### config.mk
export PLATFORM = sky130hd
export DESIGN_NAME = spn_cu_top_flat
export DESIGN_NICKNAME = d
export VERILOG_FILES = /design/src/rtl/spn_cu_top_if.sv /design/src/rtl/spn_cu_top.sv /design/src/flat_wrapper.sv
export SDC_FILE = /design/constraint.sdc
export NUM_CORES = 1
export LEC_CHECK = 0
export BUFFER_PORTS_ARGS = -buffer_cell sky130_fd_sc_hd__buf_2
export CORE_UTILIZATION = 63
export CTS_CLUSTER_DIAMETER = 120
export DETAILED_ROUTE_END_ITERATION = 8
export PLACE_DENSITY = 0.87
export SLEW_MARGIN = 20
export SYNTH_ARGS = -nofsm -noshare
export SYNTH_HDL_FRONTEND = slang
export SYNTH_SLANG_ARGS = --single-unit
### constraint.sdc
create_clock -name clk -period 1.4 [get_ports clk]
set_input_delay 0.28 -clock clk [delete_from_list [all_inputs] [get_ports clk]]
set_output_delay 0.28 -clock clk [all_outputs]
set_load 0.005 [all_outputs]
### src/rtl/spn_cu_top_if.sv
// spn_cu_pkg: opcode/valid encodings. spn_if: command/result bundle for the SPN unit.
// Latency: none here (type and wire bundle only).
// Backpressure: none; a command is accepted every cycle.
// Ports: clk, rst (async active-low); opcode, data_in, symmetric_secret_key, data_out, valid.
package spn_cu_pkg;

  typedef enum logic [1:0] {
    no_op   = 2'b00,
    encrypt = 2'b01,
    decrypt = 2'b10
  } opcode_e;

  // Prefixed names keep these literals apart from opcode_e in the shared package scope.
  typedef enum logic [1:0] {
    valid_no_op           = 2'b00,
    successful_encryption = 2'b01,
    successful_decryption = 2'b10,
    valid_error           = 2'b11
  } valid_e;

endpackage

interface spn_if
  import spn_cu_pkg::*;
(
  input logic clk,
  input logic rst
);

  opcode_e     opcode;
  logic [15:0] data_in;
  logic [31:0] symmetric_secret_key;
  logic [15:0] data_out;
  valid_e      valid;

  // Cipher-unit side.
  modport dut (
    input  clk, rst, opcode, data_in, symmetric_secret_key,
    output data_out, valid
  );

  modport slave (
    input  clk, rst, opcode, data_in, symmetric_secret_key,
    output data_out, valid
  );

  // Command-issuer side.
  modport master (
    input  clk, rst, data_out, valid,
    output opcode, data_in, symmetric_secret_key
  );

endinterface

### src/rtl/spn_cu_top.sv
// 3-round 16-bit SPN encrypt/decrypt unit with 32-bit key and per-round debug taps.
// Latency: 1 cycle; inputs sampled at edge N are visible on the outputs after edge N.
// Backpressure: none; one command per cycle, no_op holds the previous results.
// Ports: clk, rst (async active-low), bus (spn_if.dut), key_mix_out/sbox_out/pbox_out[0:2].
module spn_cu_top
  import spn_cu_pkg::*;
(
  input  logic        clk,
  input  logic        rst,
  spn_if.dut          bus,
  output logic [15:0] key_mix_out [0:2],
  output logic [15:0] sbox_out    [0:2],
  output logic [15:0] pbox_out    [0:2]
);

  function automatic logic [3:0] s_nib(input logic [3:0] x);
    case (x)
      4'h0: s_nib = 4'hE;  4'h1: s_nib = 4'h4;  4'h2: s_nib = 4'hD;  4'h3: s_nib = 4'h1;
      4'h4: s_nib = 4'h2;  4'h5: s_nib = 4'hF;  4'h6: s_nib = 4'hB;  4'h7: s_nib = 4'h8;
      4'h8: s_nib = 4'h3;  4'h9: s_nib = 4'hA;  4'hA: s_nib = 4'h6;  4'hB: s_nib = 4'hC;
      4'hC: s_nib = 4'h5;  4'hD: s_nib = 4'h9;  4'hE: s_nib = 4'h0;  default: s_nib = 4'h7;
    endcase
  endfunction

  function automatic logic [3:0] si_nib(input logic [3:0] x);
    case (x)
      4'h0: si_nib = 4'hE;  4'h1: si_nib = 4'h3;  4'h2: si_nib = 4'h4;  4'h3: si_nib = 4'h8;
      4'h4: si_nib = 4'h1;  4'h5: si_nib = 4'hC;  4'h6: si_nib = 4'hA;  4'h7: si_nib = 4'hF;
      4'h8: si_nib = 4'h7;  4'h9: si_nib = 4'hD;  4'hA: si_nib = 4'h9;  4'hB: si_nib = 4'h6;
      4'hC: si_nib = 4'hB;  4'hD: si_nib = 4'h2;  4'hE: si_nib = 4'h0;  default: si_nib = 4'h5;
    endcase
  endfunction

  function automatic logic [15:0] sub16(input logic [15:0] x, input logic inv);
    logic [15:0] o;
    o = '0;
    for (int n = 0; n < 4; n++) begin
      o[4*n +: 4] = inv ? si_nib(x[4*n +: 4]) : s_nib(x[4*n +: 4]);
    end
    return o;
  endfunction

  // Bit i lands on bit {i[1:0], i[3:2]}: a 4x4 transpose, so it is self-inverse.
  function automatic logic [15:0] perm16(input logic [15:0] x);
    logic [15:0] o;
    o = '0;
    for (int i = 0; i < 16; i++) begin
      o[{i[1:0], i[3:2]}] = x[i];
    end
    return o;
  endfunction

  logic [15:0] rk [0:3];
  logic [15:0] enc_km [0:2], enc_sb [0:2], enc_pb [0:2];
  logic [15:0] dec_km [0:2], dec_sb [0:2], dec_pb [0:2];
  logic [15:0] enc_res;

  assign rk[0] = bus.symmetric_secret_key[15:0];
  assign rk[1] = bus.symmetric_secret_key[23:8];
  assign rk[2] = bus.symmetric_secret_key[31:16];
  assign rk[3] = {bus.symmetric_secret_key[7:0], bus.symmetric_secret_key[31:24]};

  always_comb begin
    logic [15:0] s;
    s = bus.data_in;
    for (int r = 0; r < 3; r++) begin
      enc_km[r] = s ^ rk[r];
      enc_sb[r] = sub16(enc_km[r], 1'b0);
      enc_pb[r] = perm16(enc_sb[r]);
      s         = enc_pb[r];
    end
    enc_res = s ^ rk[3];
  end

  // Decryption walks the rounds backwards, so round r uses key K(2-r).
  always_comb begin
    logic [15:0] s;
    s = bus.data_in ^ rk[3];
    for (int r = 0; r < 3; r++) begin
      dec_pb[r] = perm16(s);
      dec_sb[r] = sub16(dec_pb[r], 1'b1);
      dec_km[r] = dec_sb[r] ^ rk[2-r];
      s         = dec_km[r];
    end
  end

  always_ff @(posedge clk or negedge rst) begin
    if (!rst) begin
      bus.data_out <= '0;
      bus.valid    <= valid_no_op;
      for (int r = 0; r < 3; r++) begin
        key_mix_out[r] <= '0;
        sbox_out[r]    <= '0;
        pbox_out[r]    <= '0;
      end
    end else begin
      case (bus.opcode)
        encrypt: begin
          bus.data_out <= enc_res;
          bus.valid    <= successful_encryption;
          for (int r = 0; r < 3; r++) begin
            key_mix_out[r] <= enc_km[r];
            sbox_out[r]    <= enc_sb[r];
            pbox_out[r]    <= enc_pb[r];
          end
        end
        decrypt: begin
          bus.data_out <= dec_km[2];
          bus.valid    <= successful_decryption;
          for (int r = 0; r < 3; r++) begin
            key_mix_out[r] <= dec_km[r];
            sbox_out[r]    <= dec_sb[r];
            pbox_out[r]    <= dec_pb[r];
          end
        end
        no_op: begin
          bus.valid <= valid_no_op;
        end
        default: begin
          bus.data_out <= '0;
          bus.valid    <= valid_error;
          for (int r = 0; r < 3; r++) begin
            key_mix_out[r] <= '0;
            sbox_out[r]    <= '0;
            pbox_out[r]    <= '0;
          end
        end
      endcase
    end
  end

endmodule

### src/flat_wrapper.sv
// flat-port wrapper written by rule: the top's interface ports become plain ports
module spn_cu_top_flat import spn_cu_pkg::*;
  (clk, rst, key_mix_out, sbox_out, pbox_out, bus_opcode, bus_data_in, bus_symmetric_secret_key, bus_data_out, bus_valid);
  spn_if bus_i (.clk(clk), .rst(rst));
  input  logic clk;
  input  logic rst;
  output logic [15:0] key_mix_out[0:2];
  output logic [15:0] sbox_out[0:2];
  output logic [15:0] pbox_out[0:2];
  input wire logic [$bits(bus_i.opcode)-1:0] bus_opcode;
  input wire logic [$bits(bus_i.data_in)-1:0] bus_data_in;
  input wire logic [$bits(bus_i.symmetric_secret_key)-1:0] bus_symmetric_secret_key;
  output wire logic [$bits(bus_i.data_out)-1:0] bus_data_out;
  output wire logic [$bits(bus_i.valid)-1:0] bus_valid;
  assign bus_i.opcode = bus_opcode;
  assign bus_i.data_in = bus_data_in;
  assign bus_i.symmetric_secret_key = bus_symmetric_secret_key;
  assign bus_data_out = bus_i.data_out;
  assign bus_valid = bus_i.valid;
  spn_cu_top u_core (.clk(clk), .rst(rst), .bus(bus_i), .key_mix_out(key_mix_out), .sbox_out(sbox_out), .pbox_out(pbox_out));
endmodule
==> metrics.md, run 1 <==
| Metric | Value |
|---|---|
| Run status | `aborted with a tool error` |
| Fail Step | `clock tree synthesis (4_1_cts)` |
| Stop err | `[ERROR DPL-0038] Utilization greater than 100%, impossible to legalize` |
| Post-synth top area cell | `dfrtp_1` |
| Dpl cell area | `20,350 µm²` |
| Flops & latches, synth | `162` |
| Dpl cells | `2,486` |
| Cts hold-fix bufs | `1` |
| Synth Area in XOR/XNOR | `0.1227` |
| # port buffers | `213` |
| Multiplexer area fraction after synthesis | `0.07662` |
| Clock Tree Root | `clkbuf_16` |
| Boundary Pins | `214` |
| Final GP Congestion | `1.046` |
| Synth top area share | `0.2924` |
| CTS buffer count | `17` |
| Initial core utilization | `0.6513` |
| Die H | `150.4 µm` |
| Async set-reset flop share out of synthesis | `1.000` |
| Placement Rows | `53` |
| # clock sinks | `162` |
| Avg Cell Area, Syn | `8.596 µm²` |
| Synth Area in Compound Gates | `0.2129` |
| Post-synth cell types | `82` |
| Number of synthesized flops with an enable pin | `0` |
| Main synth FF type | `dfrtp_1` |
| Count leader, synth | `nand2_1` |
| Post-CTS Repair Setup Buffers | `253` |
| Die W | `150.4 µm` |
| Max Root-Sink Buffers | `2` |
| Post_cts resized | `1,073` |
| H-tree levels | `4` |
| Post-synthesis simple-gate area fraction | `0.1466` |
| Largest family of logic cells by synthesized area | `compound AO/OA/AOI/OAI gates` |
| Yosys warnings | `0` |
| Commonest cells in the synthesized netlist | `nand2_1, dfrtp_1, o21ai_0, ha_1, a21oi_1` |
| Synth top area cells | `dfrtp_1, ha_1, mux2i_1` |
| Post-synthesis sequential area ratio | `0.2924` |
| Post-DP HPWL | `56,750 µm` |
| Cells after synthesis | `1,613` |
| Mapped Nets | `1,767` |
| Adder-cell share of the synthesized area | `0.09277` |
| Post-Syn Area | `13,860 µm²` |
-- metrics by stage --
stage          utilization  worst slack, ns  TNS, ns
2_1_floorplan            -           -2.336  -213.02
3_3_place_gp        0.9562           -2.697  -284.57
3_5_place_dp        0.9562           -3.166  -322.97
-- cells by family after synthesis --
logic type,count (synthesis)
multiplexers,96
adder cells (fa/ha/maj),103
flip-flops,162
AND/OR/NAND/NOR,445
buffers and inverters,194
AO/OA/AOI/OAI,445
XOR/XNOR,168
==> inputs of run 2 (changes only) <==
Settings changed: CORE_UTILIZATION 63 to 40, CTS_CLUSTER_DIAMETER 120 to default, PLACE_DENSITY 0.87 to default, PLACE_DENSITY_LB_ADDON from default to 0.15.
==> run 2 against run 1 <==
The flow now finishes, with violations (negative setup slack). Area after synthesis did not move. Synthesized cell count did not move.
==> metrics.md, run 2 <==
| Metric | Value |
|---|---|
| Crit-path max FO | `4` |
| Largest registers | `u_core.key_mix_out (48), u_core.pbox_out (48), u_core.sbox_out (48)` |
| Vias in the first global route | `15,770` |
| Worst path most repeated cell | `ha_4` |
| Worst IR drop on VDD | `1.294 mV` |
| CTS tree | `yes` |
| Max Slew Vio Count | `0` |
| Antenna Nets Post-Route | `0` |
| Main synth FF type | `dfrtp_1` |
| Crit Path Category | `in -> reg` |
| First-pass GRT wire length | `91,910 µm` |
| Via count | `15,830` |
| Flops & latches, synth | `162 (unchanged)` |
| Setup tns final | `-207.69 ns` |
| Area grow syn2layout | `78.75%` |
| Mapped Nets | `1,767 (unchanged)` |
| Dpl cells | `2,658 (+6.9%)` |
| Met2 Resource Use GR | `0.5580` |
| Grt total ovfl | `0` |
| Post-synth top area cell | `dfrtp_1` |
| Post-DP HPWL | `45,990 µm (-19%)` |
| Tcrit/Tclk final | `2.588` |
| CTS buffer count | `17 (unchanged)` |
| Reg clk slew, reported paths | `0.08 ns` |
| Final core utilization | `0.7336` |
| R2R Path End | `u_core.pbox_out[2]$_DFFE_PN0P_` |
| Worst r2r src | `u_core.pbox_out[2]$_DFFE_PN0P_` |
| Nature of the critical path endpoint | `flop` |
| Pre-antenna DRT Iters | `5` |
| Max Root-Sink Buffers | `2 (unchanged)` |
| WL/cell | `22.38 µm` |
| Routed wire length | `62,780 µm` |
| Initial drt markers | `1,255` |
| WP data required | `1.76 ns` |
| Count leader, synth | `nand2_1` |
| # clock sinks | `162 (unchanged)` |
| Boundary Pins | `214 (unchanged)` |
| Commonest non-fill, non-tap cell in the layout | `buf_4` |
| H-tree levels | `4 (unchanged)` |
| Initial antenna violation count | `0` |
| Initial core utilization | `0.4104 (-0.2409)` |
| # port buffers | `213 (unchanged)` |
| Setup WS post-layout | `-2.223 ns` |
| Dpl cell area | `20,630 µm² (+1.4%)` |
| Max_slew headroom | `0.5874` |
| R2R depth | `1` |
| Synth top area share | `0.2924 (unchanged)` |
| CP top delay family | `compound AO/OA/AOI/OAI gates` |
| Upper clock frequency limit | `276.0 MHz` |
| Worst hold path type | `in -> async` |
| Clock period minus worst slack | `3.623 ns` |
| Fin cells | `2,805` |
| Clock Tree Root | `clkbuf_16` |
| Final antenna diode count | `0` |
| Placement Rows | `67 (+26%)` |
| Max incr delay on CP | `0.36 ns` |
| Run status | `finished, violations left` |
| M1 GR Usage | `0.4437` |
| Crit path arrival time | `3.98 ns` |
| Design area | `24,780 µm²` |
| Routed vias/inst | `5.644` |
| Lkg Pwr | `11.26 nW` |
| Avg Cell Area, Syn | `8.596 µm² (unchanged)` |
| Final hold vios | `0` |
| Cell Pwr Density | `1926 nW/µm²` |
| Post-Syn Area | `13,860 µm² (unchanged)` |
| CP Launch Type | `input pin` |
| Largest net degree at the start of global routing | `63` |
| Number of synthesized flops with an enable pin | `0 (unchanged)` |
| Clock Skews | `0 ns` |
| Cells after synthesis | `1,613 (unchanged)` |
| MaxCap Viol Count | `0` |
| Met3 layer usage reported by global route | `0.04396` |
| Post-synthesis sequential area ratio | `0.2924 (unchanged)` |
| GRT Total Usage | `0.3421` |
| Async set-reset flop share out of synthesis | `1.000 (unchanged)` |
| Worst path slowest cell | `a311o_1` |
| Commonest cells in the synthesized netlist | `nand2_1, dfrtp_1, o21ai_0, ha_1, a21oi_1` |
| Synth top area cells | `dfrtp_1, ha_1, mux2i_1` |
| Yosys warnings | `0 (unchanged)` |
| Core area | `33,780 µm²` |
| Endpoints failing setup | `160` |
| Failing checks | `negative setup slack` |
| Reg2reg setup slack | `0.52 ns` |
| Final GP Congestion | `0.9635 (-7.9%)` |
| Place WS | `-2.889 ns (+0.2769 ns)` |
| Net total in the final layout | `2,498` |
| Cells along the critical path | `buf_12, xor2_4, inv_2, ha_4, mux2i_1, mux2i_1, buf_4, xor2_4, inv_2, ha_4, o311ai_4, o311a_4, a311o_1, nand2_2, ha_4, nor3b_4, a211oi_2, xnor2_2, a22o_1, a22o_1` |
| Post-route DRC | `0` |
| RSZ-0062 raised after global routing | `yes` |
| Die area | `35,410 µm²` |
| Die H | `188.2 µm (+25%)` |
| Layout cells sized above 1 | `0.5821` |
| Clk_lat worst skew | `0.46 ns` |
| Post-synth cell types | `82 (unchanged)` |
| GRT busiest layer | `met2` |
| Buf/Inv on CP | `4` |
| Worst-margin pin slew | `0.6188 ns` |
| Die W | `188.2 µm (+25%)` |
| Commonest non-fill, non-tap cells in the layout | `buf_4, buf_2, nand2_1` |
run 2: cell counts after synthesis:
No cell type changed its count.
run 2: worst max-delay path by stage:
stage                                       from                                   to  slack (ns)  cells after the start
finish                            bus_data_in[0]  u_core.bus.data_out[13]$_DFFE_PN0P_       -2.22                     20
CTS                 bus_symmetric_secret_key[24]  u_core.bus.data_out[13]$_DFFE_PN0P_       -2.08                     19
global placement                  bus_data_in[9]   u_core.bus.data_out[6]$_DFFE_PN0P_       -2.83                     19
detailed placement                bus_data_in[9]   u_core.bus.data_out[6]$_DFFE_PN0P_       -2.89                     19
floorplan           bus_symmetric_secret_key[24]   u_core.key_mix_out[12]$_DFFE_PN0P_       -2.34                     17
global route                      bus_data_in[0]   u_core.key_mix_out[12]$_DFFE_PN0P_       -2.33                     21
run 2: repair_timing:
item,in CTS,in global routing
endpoints found under the hold margin,80,0
hold buffers,1,0
resized for setup,355,208
pin swaps,154,120
setup endpoints to repair,160,160
buffers inserted,70,59
cloned,3,0
run 2: stage by stage:
stage | hold slack, ns | total power [W]
final | 0.2288 | 0.04773
after global placement | 0.1404 | 0.03235
after floorplan | -0.01559 | 0.02011
after CTS | 0.2114 | 0.04353
after global routing | 0.2312 | 0.04990
after detailed placement | 0.1447 | 0.03272
run 2: power by group:
part	internal, W	switching, W	leakage (nW)
combinational	0.0185	0.0177	8.78
sequential	0.00560	0.000590	2.18
clock	0.00292	0.00236	0.308
total	0.0271	0.0207	11.3
run 2: logic make-up (layout without fill, tap and decap cells):
group	after synthesis	in the layout	share of synthesized area
DFF	162	162	0.2924
and+or+nand+nor	445	445	0.1466
xor gates and xnor gates	168	168	0.1227
AOI/OAI and AO/OA	445	445	0.2129
adders and majority gates	103	103	0.09277
buffers and inverters	194	938	0.05595
muxes	96	96	0.07662
run 2: final cells by class:
| type | instances | area, µm² |
|---|---|---|
| Tap cell | 448 | 560.5 |
| Fill cell | 2321 | 9001 |
| Clock buffer | 18 | 439.2 |
| Timing Repair Buffer | 823 | 6465 |
| Clock inverter | 14 | 192.7 |
| Multi-Input combinational cell | 1257 | 12730 |
| Sequential cell | 162 | 4054 |
| Inverter | 83 | 339.1 |
run 2: metal layers:
metal	vias to the layer above	wire length [µm]
met5	-	0
met4	0	3431
met3	167	3792
met2	681	29910
met1	7805	25640
li1	7178	-
Power figures use the tool's default switching activity.
==> inputs of run 3 (changes only) <==
Settings changed: BUFFER_PORTS_ARGS -buffer_cell sky130_fd_sc_hd__buf_2 to -buffer_cell sky130_fd_sc_hd__buf_4.
==> run 3 against run 2 <==
The flow still finishes with violations (negative setup slack). Via count grew 7.4%. Critical path depth shrank 2. First-iteration DRC count rose by 12%.
==> metrics.md, run 3 (synthesized netlist as in run 2, its figures left out) <==
| Metric | Value |
|---|---|
| Run status | `finished, violations left` |
| Failing checks | `negative setup slack` |
| Clock period minus worst slack | `3.790 ns (+0.1661 ns)` |
| Crit-path max FO | `7 (+3)` |
| Initial core utilization | `0.4104 (unchanged)` |
| CTS buffer count | `17 (unchanged)` |
| Net total in the final layout | `2,568 (+2.8%)` |
| GRT Total Usage | `0.3538 (+0.01175)` |
| Antenna Nets Post-Route | `0 (unchanged)` |
| R2R depth | `3 (+2)` |
| Lkg Pwr | `12.00 nW (+6.5%)` |
| # port buffers | `213 (unchanged)` |
| Routed wire length | `72,100 µm (+15%)` |
| Setup WS post-layout | `-2.390 ns (-0.1661 ns)` |
| Cell Pwr Density | `1947 nW/µm² (+1.1%)` |
| Reg2reg setup slack | `0.39 ns (-0.13 ns)` |
| Largest net degree at the start of global routing | `83 (+32%)` |
| Routed vias/inst | `5.913 (+4.8%)` |
| H-tree levels | `4 (unchanged)` |
| Pre-antenna DRT Iters | `8 (+3)` |
| WP data required | `1.76 ns (about the same)` |
| Commonest non-fill, non-tap cell in the layout | `buf_4` |
| Place WS | `-2.806 ns (+0.08251 ns)` |
| Commonest non-fill, non-tap cells in the layout | `buf_4, buf_6, nand2_1` |
| Final GP Congestion | `0.9564 (-0.74%)` |
| Die area | `35,410 µm² (unchanged)` |
| # clock sinks | `162 (unchanged)` |
| Crit path capture | `u_core.key_mix_out[12]$_DFFE_PN0P_` |
| Fill count | `1,876 (-19%)` |
| MaxCap Viol Count | `0 (unchanged)` |
| Endpoints failing setup | `158 (-1.3%)` |
| Crit Path Category | `in -> reg` |
| Post-DP HPWL | `46,860 µm (+1.9%)` |
| Layout cells sized above 1 | `0.6473 (+0.06521)` |
| Crit. Startpoint | `bus_symmetric_secret_key[25]` |
| Die H | `188.2 µm (unchanged)` |
| Reg clk slew, reported paths | `0.08 ns (about the same)` |
| Upper clock frequency limit | `263.9 MHz (-4.4%)` |
| Clock Skews | `0 ns (unchanged)` |
| WL/cell | `25.08 µm (+12%)` |
| Worst hold path type | `in -> reg` |
| CP Launch Type | `input pin` |
| Clk_lat worst skew | `0.48 ns (+0.02 ns)` |
| Tcrit/Tclk final | `2.707 (+0.1186)` |
| Vias in the first global route | `16,110 (+2.1%)` |
| Final antenna diode count | `0 (unchanged)` |
| Via count | `17,000 (+7.4%)` |
| Worst IR drop on VDD | `1.313 mV (+1.5%)` |
| Largest registers | `u_core.key_mix_out (48), u_core.pbox_out (48), u_core.sbox_out (48)` |
| Boundary Pins | `214 (unchanged)` |
| Total Power | `0.05307 W (+11%)` |
| Area grow syn2layout | `96.65%` |
| Nature of the critical path endpoint | `flop` |
| Setup tns final | `-207.21 ns (+0.4840 ns)` |
| Initial antenna violation count | `0 (unchanged)` |
| Max_slew headroom | `0.6186 (+0.03115)` |
| CTS tree | `yes` |
| RSZ-0062 raised after global routing | `yes` |
| Clock Tree Root | `clkbuf_16` |
| Post-route DRC | `0 (unchanged)` |
| Final core utilization | `0.8070 (+0.07348)` |
| Crit path arrival time | `4.15 ns (+0.17 ns)` |
| Hold depth | `3` |
| Grt total ovfl | `0 (unchanged)` |
| Placement Rows | `67 (unchanged)` |
| First-pass GRT wire length | `94,540 µm (+2.9%)` |
| Die W | `188.2 µm (unchanged)` |
| Final hold vios | `0 (unchanged)` |
| Worst r2r src | `u_core.bus.data_out[12]$_DFFE_PN0P_` |
| Fin Hold WS | `0.1672 ns (-0.06160 ns)` |
| Max Slew Vio Count | `0 (unchanged)` |
| Initial drt markers | `1,401 (+12%)` |
| Max Root-Sink Buffers | `2 (unchanged)` |
| Core area | `33,780 µm² (unchanged)` |
| Worst-margin pin slew | `0.5721 ns (-0.04672 ns)` |
| R2R Path End | `u_core.bus.data_out[12]$_DFFE_PN0P_` |
## run 3: worst min-delay path by stage
stage,start,end
finish,bus_opcode[1],u_core.bus.valid[0]$_DFF_PN0_
global route,bus_opcode[1],u_core.bus.valid[0]$_DFF_PN0_
CTS,bus_opcode[1],u_core.bus.valid[0]$_DFF_PN0_
detailed placement,rst,u_core.sbox_out[36]$_DFFE_PN0P_
global placement,rst,u_core.sbox_out[34]$_DFFE_PN0P_
floorplan,rst,u_core.bus.data_out[0]$_DFFE_PN0P_
## run 3: metal layers
layer  vias to the layer above  routed length (µm)  GRT usage
li1                       7332                   -          -
met1                      8449               27100     0.4371
met2                       922               34690     0.5893
met3                       298                5153    0.06184
met4                         0                5160     0.1870
met5                         -                   0          0
## run 3: per-stage QoR
step / instances / instance area [µm²]
CTS: 2786 / 24120
floorplan: 1613 / 15750
detailed placement: 2673 / 21330
finish: 2875 / 27260
global placement: 2673 / 21330
global route: 2875 / 27260
## run 3: critical path: stages
cell and delay (ns):
buf_8 0.11, xor2_4 0.21, inv_2 0.10, ha_4 0.27, mux4_2 0.55, xnor2_4 0.30
inv_2 0.08, buf_6 0.14, ha_4 0.15, mux2_4 0.27, mux2i_4 0.18, xor2_1 0.24
buf_6 0.20, mux2i_1 0.25, mux2i_2 0.13, xor2_1 0.19, a221oi_1 0.39, nor3_1 0.11
## run 3: power by group
group	internal, W	leakage, nW	switching [W]
logic	0.0213	9.52	0.0204
registers	0.00560	2.18	0.000671
clock network	0.00273	0.297	0.00240
total	0.0296	12.0	0.0235
## run 3: area by class of cell
type / instances / area, µm² / share of cell area
Tap cell: 448 / 560.5 / 0.02056
Timing Repair Buffer: 893 / 7998 / 0.2933
Clock inverter: 14 / 165.2 / 0.006058
Multi-Input combinational cell: 1257 / 13690 / 0.5023
Sequential cell: 162 / 4054 / 0.1487
Inverter: 83 / 354.1 / 0.01299
Clock buffer: 18 / 439.2 / 0.01611
## run 3: repair_timing
item | 4_1_cts | 5_1_grt
cloned | 2 | 0
hold endpoints to repair | 20 | 0
setup endpoints to repair | 160 | 160
pin swaps | 148 | 259
hold buffers | 1 | 0
resized for setup | 332 | 531
setup buffers | 84 | 123
==> inputs of run 4 (changes only) <==
Settings changed: ABC_AREA from default to 1, CORE_MARGIN from default to 5, CORE_UTILIZATION 40 to 64.
==> run 4 against run 3 <==
The run now fails in clock tree synthesis (4_1_cts). Synthesized cell count up 36%. Area after synthesis is 4.2% higher.
==> metrics.md, run 4 <==
| Metric | Value |
|---|---|
| Post-synth cell types | `36 (-56%)` |
| H-tree levels | `4 (unchanged)` |
| Mapped Nets | `2,347 (+33%)` |
| Run status | `aborted with a tool error` |
| Main synth FF type | `dfrtp_1` |
| Post-CTS Repair Setup Buffers | `86 (+2.4%)` |
| Number of synthesized flops with an enable pin | `0 (unchanged)` |
| Final GP Congestion | `1.180 (+23%)` |
| Commonest cells in the synthesized netlist | `nand2_1, nand3_1, dfrtp_1, ha_1, inv_1` |
| Clock Tree Root | `clkbuf_16` |
| Async set-reset flop share out of synthesis | `1.000 (unchanged)` |
| Cts hold-fix bufs | `1 (unchanged)` |
| Boundary Pins | `214 (unchanged)` |
| Post-Syn Area | `14,440 µm² (+4.2%)` |
| Die W | `160.2 µm (-15%)` |
| Post_cts resized | `639 (+92%)` |
| Post-DP HPWL | `63,350 µm (+35%)` |
| # clock sinks | `162 (unchanged)` |
| Synth top area share | `0.2807 (-0.01170)` |
| Synth top area cells | `dfrtp_1, nand2_1, nand3_1` |
| Die H | `160.2 µm (-15%)` |
| Place WS | `-2.222 ns (+0.5844 ns)` |
| Avg Cell Area, Syn | `6.586 µm² (-23%)` |
| Stop err | `[ERROR DPL-0038] Utilization greater than 100%, impossible to legalize` |
| Fail Step | `clock tree synthesis (4_1_cts)` |
| # port buffers | `213 (unchanged)` |
| CTS buffer count | `17 (unchanged)` |
| Count leader, synth | `nand2_1` |
| Cells after synthesis | `2,193 (+36%)` |
| Initial core utilization | `0.6438 (+0.2334)` |
| Max Root-Sink Buffers | `2 (unchanged)` |
| Placement Rows | `55 (-18%)` |
| Post-synthesis sequential area ratio | `0.2807 (-0.01170)` |
| Yosys warnings | `0 (unchanged)` |
| Flops & latches, synth | `162 (unchanged)` |
| Post-synth top area cell | `dfrtp_1` |
[run 4: cell types whose count changed after synthesis, sizes merged, moves of 62 or more]
cell   previous run  this run
nand3            30       368
nand2           198      1032
mux2i            78         0
xor2             76        14
a22o              8        77
xnor2            90        14
[run 4: logic make-up after synthesis]
family	after synthesis	synth area share
and+or+nand+nor	1430	0.4267
buffers and inverters	211	0.05882
AOI/OAI and AO/OA	260	0.1215
adders and majority gates	102	0.08836
xor gates and xnor gates	28	0.02400
DFF	162	0.2807
[run 4: stage by stage]
| stage | instance area [µm²] | std cells |
|---|---|---|
| floorplan | 16140 | 2193 |
| global placement | 21190 | 3054 |
| detailed placement | 21190 | 3054 |
